`config.mk`:
```
export PLATFORM = sky130hd
export DESIGN_NAME = regfile_tagged
export DESIGN_NICKNAME = d
export VERILOG_FILES = /design/src/rtl/regfile_tagged.sv
export SDC_FILE = /design/constraint.sdc
export NUM_CORES = 2
export LEC_CHECK = 0
export BUFFER_PORTS_ARGS = -buffer_cell sky130_fd_sc_hd__buf_2
export CORE_AREA = 2 2 339 341
export CTS_CLUSTER_DIAMETER = 30
export DETAILED_ROUTE_END_ITERATION = 7
export DIE_AREA = 0 0 341 343
export GPL_TIMING_DRIVEN = 1
export HOLD_SLACK_MARGIN = 0.1
export MAX_ROUTING_LAYER = met4
export PLACE_DENSITY = 0.76
export SLEW_MARGIN = 20
export SYNTH_ARGS = -nofsm -noshare
export SYNTH_HDL_FRONTEND = slang
export SYNTH_SLANG_ARGS = --single-unit
```
`constraint.sdc`:
```
create_clock -name clk_in -period 2.9 [get_ports clk_in]
set_clock_uncertainty 0.15 [all_clocks]
set_input_delay 0.435 -clock clk_in [delete_from_list [all_inputs] [get_ports clk_in]]
set_output_delay 0.435 -clock clk_in [all_outputs]
set_load 0.05 [all_outputs]
```
`src/rtl/regfile_tagged.sv`:
```
// regfile_tagged
//   Architectural register file with per-register rename state (busy bit and
//   producer ROB tag). Decode/issue reads operands and claims destinations.
//   ROB commit retires values and clears busy only for the newest producer.
//   A flush drops all rename state but keeps the values.
//
// Ports
//   clk_in, rst_n_in      clock, asynchronous active-low reset
//   rdy_in                global ready; low freezes all state
//   flush_pipeline        clear every busy bit and tag (vals kept)
//   rs_reg_id / rs_val / rs_busy / rs_tag
//                         NRD packed combinational read ports
//   is_issuing, issue_rd_id, issue_tag
//                         destination claim
//   is_committing, commit_rd_id, commit_tag, commit_val
//                         retirement write
//
// Configuration
//   REGFILE_COMMIT_BYPASS_EN  forward a same-cycle commit to the read ports.
//                             Left undefined, reads show stored state only.
module regfile_tagged #(
  parameter int XLEN     = 32,
  parameter int REG_ID_W = 5,
  parameter int TAG_W    = 4,
  parameter int NRD      = 2
) (
  input  logic                    clk_in,
  input  logic                    rst_n_in,
  input  logic                    rdy_in,
  input  logic                    flush_pipeline,
  input  logic [NRD*REG_ID_W-1:0] rs_reg_id,
  output logic [NRD*XLEN-1:0]     rs_val,
  output logic [NRD-1:0]          rs_busy,
  output logic [NRD*TAG_W-1:0]    rs_tag,
  input  logic                    is_issuing,
  input  logic [REG_ID_W-1:0]     issue_rd_id,
  input  logic [TAG_W-1:0]        issue_tag,
  input  logic                    is_committing,
  input  logic [REG_ID_W-1:0]     commit_rd_id,
  input  logic [TAG_W-1:0]        commit_tag,
  input  logic [XLEN-1:0]         commit_val
);

  localparam int NREG = 2**REG_ID_W;

  logic [NREG-1:0][XLEN-1:0]  val_q,  val_d;
  logic [NREG-1:0]            busy_q, busy_d;
  logic [NREG-1:0][TAG_W-1:0] tag_q,  tag_d;

  // Register 0 is never written, so its state stays at the reset value of 0.
  logic commit_we, issue_we;
  assign commit_we = is_committing && (commit_rd_id != '0);
  assign issue_we  = is_issuing    && (issue_rd_id  != '0);

  always_comb begin
    val_d  = val_q;
    busy_d = busy_q;
    tag_d  = tag_q;
    if (rdy_in) begin
      if (commit_we) begin
        val_d[commit_rd_id] = commit_val;
        // Only the newest producer may release the register; compare against
        // the tag held before this edge, never the incoming issue_tag.
        if (tag_q[commit_rd_id] == commit_tag)
          busy_d[commit_rd_id] = 1'b0;
      end
      // Issue is applied after commit so a same-register claim wins.
      if (flush_pipeline) begin
        busy_d = '0;
        tag_d  = '0;
      end else if (issue_we) begin
        busy_d[issue_rd_id] = 1'b1;
        tag_d[issue_rd_id]  = issue_tag;
      end
    end
  end

  always_ff @(posedge clk_in or negedge rst_n_in) begin
    if (!rst_n_in) begin
      val_q  <= '0;
      busy_q <= '0;
      tag_q  <= '0;
    end else begin
      val_q  <= val_d;
      busy_q <= busy_d;
      tag_q  <= tag_d;
    end
  end

  // Read ports: combinational from stored state, optionally with commit bypass.
  for (genvar k = 0; k < NRD; k++) begin : g_rd
    logic [REG_ID_W-1:0] id;
    assign id = rs_reg_id[k*REG_ID_W +: REG_ID_W];

`ifdef REGFILE_COMMIT_BYPASS_EN
    logic hit, tmatch;
    // Gated by reset so ports read 0 while reset is held.
    assign hit    = rst_n_in && rdy_in && commit_we && (commit_rd_id == id);
    assign tmatch = (tag_q[id] == commit_tag);
    assign rs_val[k*XLEN +: XLEN] = hit ? commit_val : val_q[id];
    assign rs_busy[k]             = busy_q[id] && !(hit && tmatch);
`else
    assign rs_val[k*XLEN +: XLEN] = val_q[id];
    assign rs_busy[k]             = busy_q[id];
`endif

    assign rs_tag[k*TAG_W +: TAG_W] = rs_busy[k] ? tag_q[id] : '0;
  end

endmodule

```
==> metrics list <==
- Global routing used 35.14% of the available tracks across all layers.
- Setup TNS: -27,680 ps
* Primary FF master, synth: sky130_fd_sc_hd__dfrtp_1
- Psw: 15.15 mW
* Final number of max-transition violations: 0
- Detailed routing inserted a total of 43,232 vias.
- Global-route wire length before repair: 295,000 um
- TritonCTS built the clock tree.
- The worst-case IR drop observed on VDD is 0.0006737 V.
- Nets@finish: 4,574
- In this run, synthesis produced a sequential element count of 1,184.
- Clock period minus worst slack: 3393 ps
* Pin count of the biggest net entering global routing: 93
* Final Setup Violations: 74
- Post-layout worst setup margin: -493.4 ps
* Combinational cell fraction of total power: 15.6%
- The routed design has 195,500 um of wire.
- In this run the worst path has a maximum fanout of 4.
* Number of buffers inserted by port buffering: 139
- 140 I/O pins were placed.
* Number of clock buffers inserted by TritonCTS: 241
- Async set-or-reset flop fraction in the synthesized netlist: 100.0%
- Before antenna repair, the detailed router went through 5 iterations.
- Number of cell rows: 124
- Number of different library cells in the post-synthesis netlist: 49
- Violations in the final reports: setup timing
- Placeable core region: 0.1134 mm^2
- Internal power comes to 43.41 mW.
* R2R cell count: 7
- Dividing the synthesized area by the synthesized cell count gives 15.60 um^2.
- Min-Delay Path Depth: 3
* Leak pwr: 35.83 nW
- Cell area after synthesis: 0.06421 mm^2
* Number of antenna violations at the first check in global routing: 1
* Pwr per Cell Area: 729.4 mW/mm^2
- Clock network power share: 50.0%
* Hold violation total from the final report: 0
- Number of maximum-capacitance constraint violations: 0
- In this run the cell area measured after placement is 0.07015 mm^2.
- Clock tree root buffer cell: sky130_fd_sc_hd__clkbuf_16
- STA classifies the critical path startpoint as a flip-flop.
* Final weighted congestion in routability-driven placement: 0.9247
- Final Cell Area: 0.08028 mm^2
* Die Span Y: 343 um
- Die X: 341 um
- In the finished design, the share of the clock period the worst path needs comes to 117.0%.
- Max transition margin: 52.82%
* Starting DRT DRC Count: 4,448
- In this run the remaining antenna-violating nets after routing total 0.
* CTS H-tree depth: 4
- Dividing the detail-routed wire length by the instance count gives 31.36 um.
* Path type of the worst setup path: flip-flop to output pin
* Effective utilization at floorplan: 56.62%
- Sequential share of power: 34.4%
- Post-route DRC violation count: 0
- For the worst setup path, the data required time is 2320 ps.
- In this run the worst hold path is classified as primary input to flip-flop.
- The design draws 58.56 mW.
- Number of global-route vias before repair: 45,770
- In the final layout, the share of cells above drive strength 1 is 60.51%.
- The tree built by TritonCTS fans out to 1,184 sinks.
- RSZ-0062 raised after global routing: yes
- The HPWL after detailed placement is 119,400 um.
- Cells fill 70.78% of the core in the end.
* Clock network latency to the later pin of the worst-skew pair: 850 ps
- Instance count of the mapped netlist: 4,116
- Capturing element type of the critical path: output pin
- Status: complete, but fails checks
- During synthesis, Yosys emitted a total of 0 warnings.
* Total congestion overflow: 0
* Syn_nets: 4,182
- At the pin with the least slew margin, the transition time is 705.2 ps.
* Relative area change from synthesis to final layout: 25.02%
- CP arrival: 2810 ps
- Count of flip-flops with a built-in enable after synthesis: 0
* Die area: 0.1170 mm^2
- Timing would allow up to 294.7 MHz.
* Clock transition at the register clock pins on the worst setup and hold paths after CTS: 50 ps
- Post-DR vias/cell: 6.935
* Proportion of synthesized chip area in sequential cells: 46.14%
- Switching power as a share of total power: 25.87%
* Number of buffers on the longest clock path: 3
==> flip-flops by register name, indices dropped and copies added (netlist names) <==
register	cells
busy_q	32
tag_q	128
val_q	1024
==> cell families (layout without fill, tap and decap cells) <==
logic type	Yosys count	in the layout	synth area share, %
multiplexers	1864	1864	45.89
flip-flops	1184	1184	46.14
buffers and inverters	465	1069	3.219
AND/OR/NAND/NOR	371	371	2.496
AO/OA/AOI/OAI	228	228	2.196
XOR/XNOR	4	4	0.05455
other	0	2	0
==> cell usage after synthesis, types with 5 or more instances <==
cell type,number,share of area (%)
sky130_fd_sc_hd__a21oi_1,8,0.062
sky130_fd_sc_hd__a221oi_1,7,0.095
sky130_fd_sc_hd__a31oi_1,13,0.13
sky130_fd_sc_hd__and2_1,11,0.11
sky130_fd_sc_hd__buf_1,53,0.31
sky130_fd_sc_hd__buf_2,119,0.93
sky130_fd_sc_hd__buf_4,23,0.27
sky130_fd_sc_hd__buf_6,8,0.14
sky130_fd_sc_hd__clkbuf_1,239,1.4
sky130_fd_sc_hd__dfrtp_1,1184,46
sky130_fd_sc_hd__inv_1,20,0.12
sky130_fd_sc_hd__mux2_2,1056,19
sky130_fd_sc_hd__mux2i_1,52,0.81
sky130_fd_sc_hd__mux4_1,8,0.33
sky130_fd_sc_hd__mux4_2,748,26
sky130_fd_sc_hd__nand2_1,241,1.4
sky130_fd_sc_hd__nand2b_1,11,0.11
sky130_fd_sc_hd__nand3_1,19,0.15
sky130_fd_sc_hd__nand4_1,5,0.049
sky130_fd_sc_hd__nor2_1,45,0.26
sky130_fd_sc_hd__nor2_2,6,0.058
sky130_fd_sc_hd__nor2b_1,9,0.088
sky130_fd_sc_hd__nor3_1,6,0.047
sky130_fd_sc_hd__o211ai_1,8,0.094
sky130_fd_sc_hd__o21ai_0,124,0.97
sky130_fd_sc_hd__o21ai_2,30,0.41
sky130_fd_sc_hd__o22a_1,13,0.18
sky130_fd_sc_hd__o22ai_1,12,0.12
==> final timing paths <==
kind,slack (ps),startpoint,end
worst max-delay path,-490,tag_q[126],rs_tag[6]
worst min-delay path,170,rdy_in,tag_q[11]
worst max register to register,120,tag_q[80],busy_q[31]
worst min register to register,240,val_q[27],val_q[27]
max in group asynchronous,1130,rst_n_in,val_q[609]
min in group asynchronous,610,rst_n_in,val_q[743]
==> stage by stage <==
step                      setup slack (ps)  hold slack, ps  cells
after floorplan                     -4.772          -10.59   4116
after global placement              -374.4           227.9   5680
after detailed placement            -374.8           233.6   5680
after CTS                           -515.4           112.7   6214
after global routing                -531.8           171.2   6233
final                               -493.4           169.7   6234
==> layout make-up <==
class	instances	area (um^2)
antenna	2	5.005
clock buffer	297	6543
clock inverter	158	2162
fill	6797	33130
inverter	20	75.07
multi-input combinational	2467	33060
sequential	1184	29630
tap	1512	1892
timing repair buffer	594	6914
==> layout by cell type (no fill, tap or decap), drive strengths merged, types with 2 or more instances in the layout <==
cell | netlist | layout
nor4 | 2 | 2
o2111ai | 3 | 3
nand2 | 241 | 241
bufinv | 0 | 41
and2 | 13 | 13
clkinv | 0 | 68
a21oi | 8 | 8
diode | 0 | 2
nand2b | 11 | 11
nand4 | 5 | 5
nor3 | 6 | 6
or2 | 3 | 3
and3 | 2 | 2
xor2 | 4 | 4
nand3 | 19 | 19
nand3b | 3 | 3
inv | 20 | 47
mux2i | 52 | 52
mux4 | 756 | 756
clkinvlp | 0 | 22
dfrtp | 1184 | 1184
a221oi | 7 | 7
buf | 204 | 543
nor2b | 9 | 9
o22ai | 12 | 12
nor2 | 51 | 51
dlygate4sd3 | 0 | 51
mux2 | 1056 | 1056
o211ai | 8 | 8
o22a | 13 | 13
nor3b | 2 | 2
o21ai | 158 | 158
a32oi | 2 | 2
a31oi | 13 | 13
clkbuf | 239 | 297
==> per-layer routing <==
metal	wire, um	part of all wire (%)	global-route usage, %
met1	74180	38	45.83
met2	92300	47	52.38
met3	18580	9.5	7.890
met4	10450	5.3	17.87
met5	0	0	-
==> repair_timing <==
action / CTS / global route
buffers inserted: 27 / 18
hold endpoints to repair: 1853 / 0
hold buffers: 52 / 0
setup endpoints to repair: 74 / 75
resized for setup: 159 / 9
pin swaps: 2 / 4
==> worst max-delay path, cell delays in order, from the launching register on <==
cell and delay (ps):
sky130_fd_sc_hd__dfrtp_1 450, sky130_fd_sc_hd__mux4_2 490, sky130_fd_sc_hd__mux4_2 520, sky130_fd_sc_hd__mux2i_1 270
sky130_fd_sc_hd__nor2_4 70, sky130_fd_sc_hd__buf_6 150
==> power groups by stage <==
stage               sequential, mW  combinational (mW)  clock, mW
detailed placement            20.2                8.54          0
finish                        20.1                9.14       29.3
global route                  20.3                9.62       30.3
global placement              20.1                8.34          0
floorplan                     19.7                6.37          0
CTS                           20.0                9.08       29.4
Note: power is estimated with default switching activity, not from simulation.
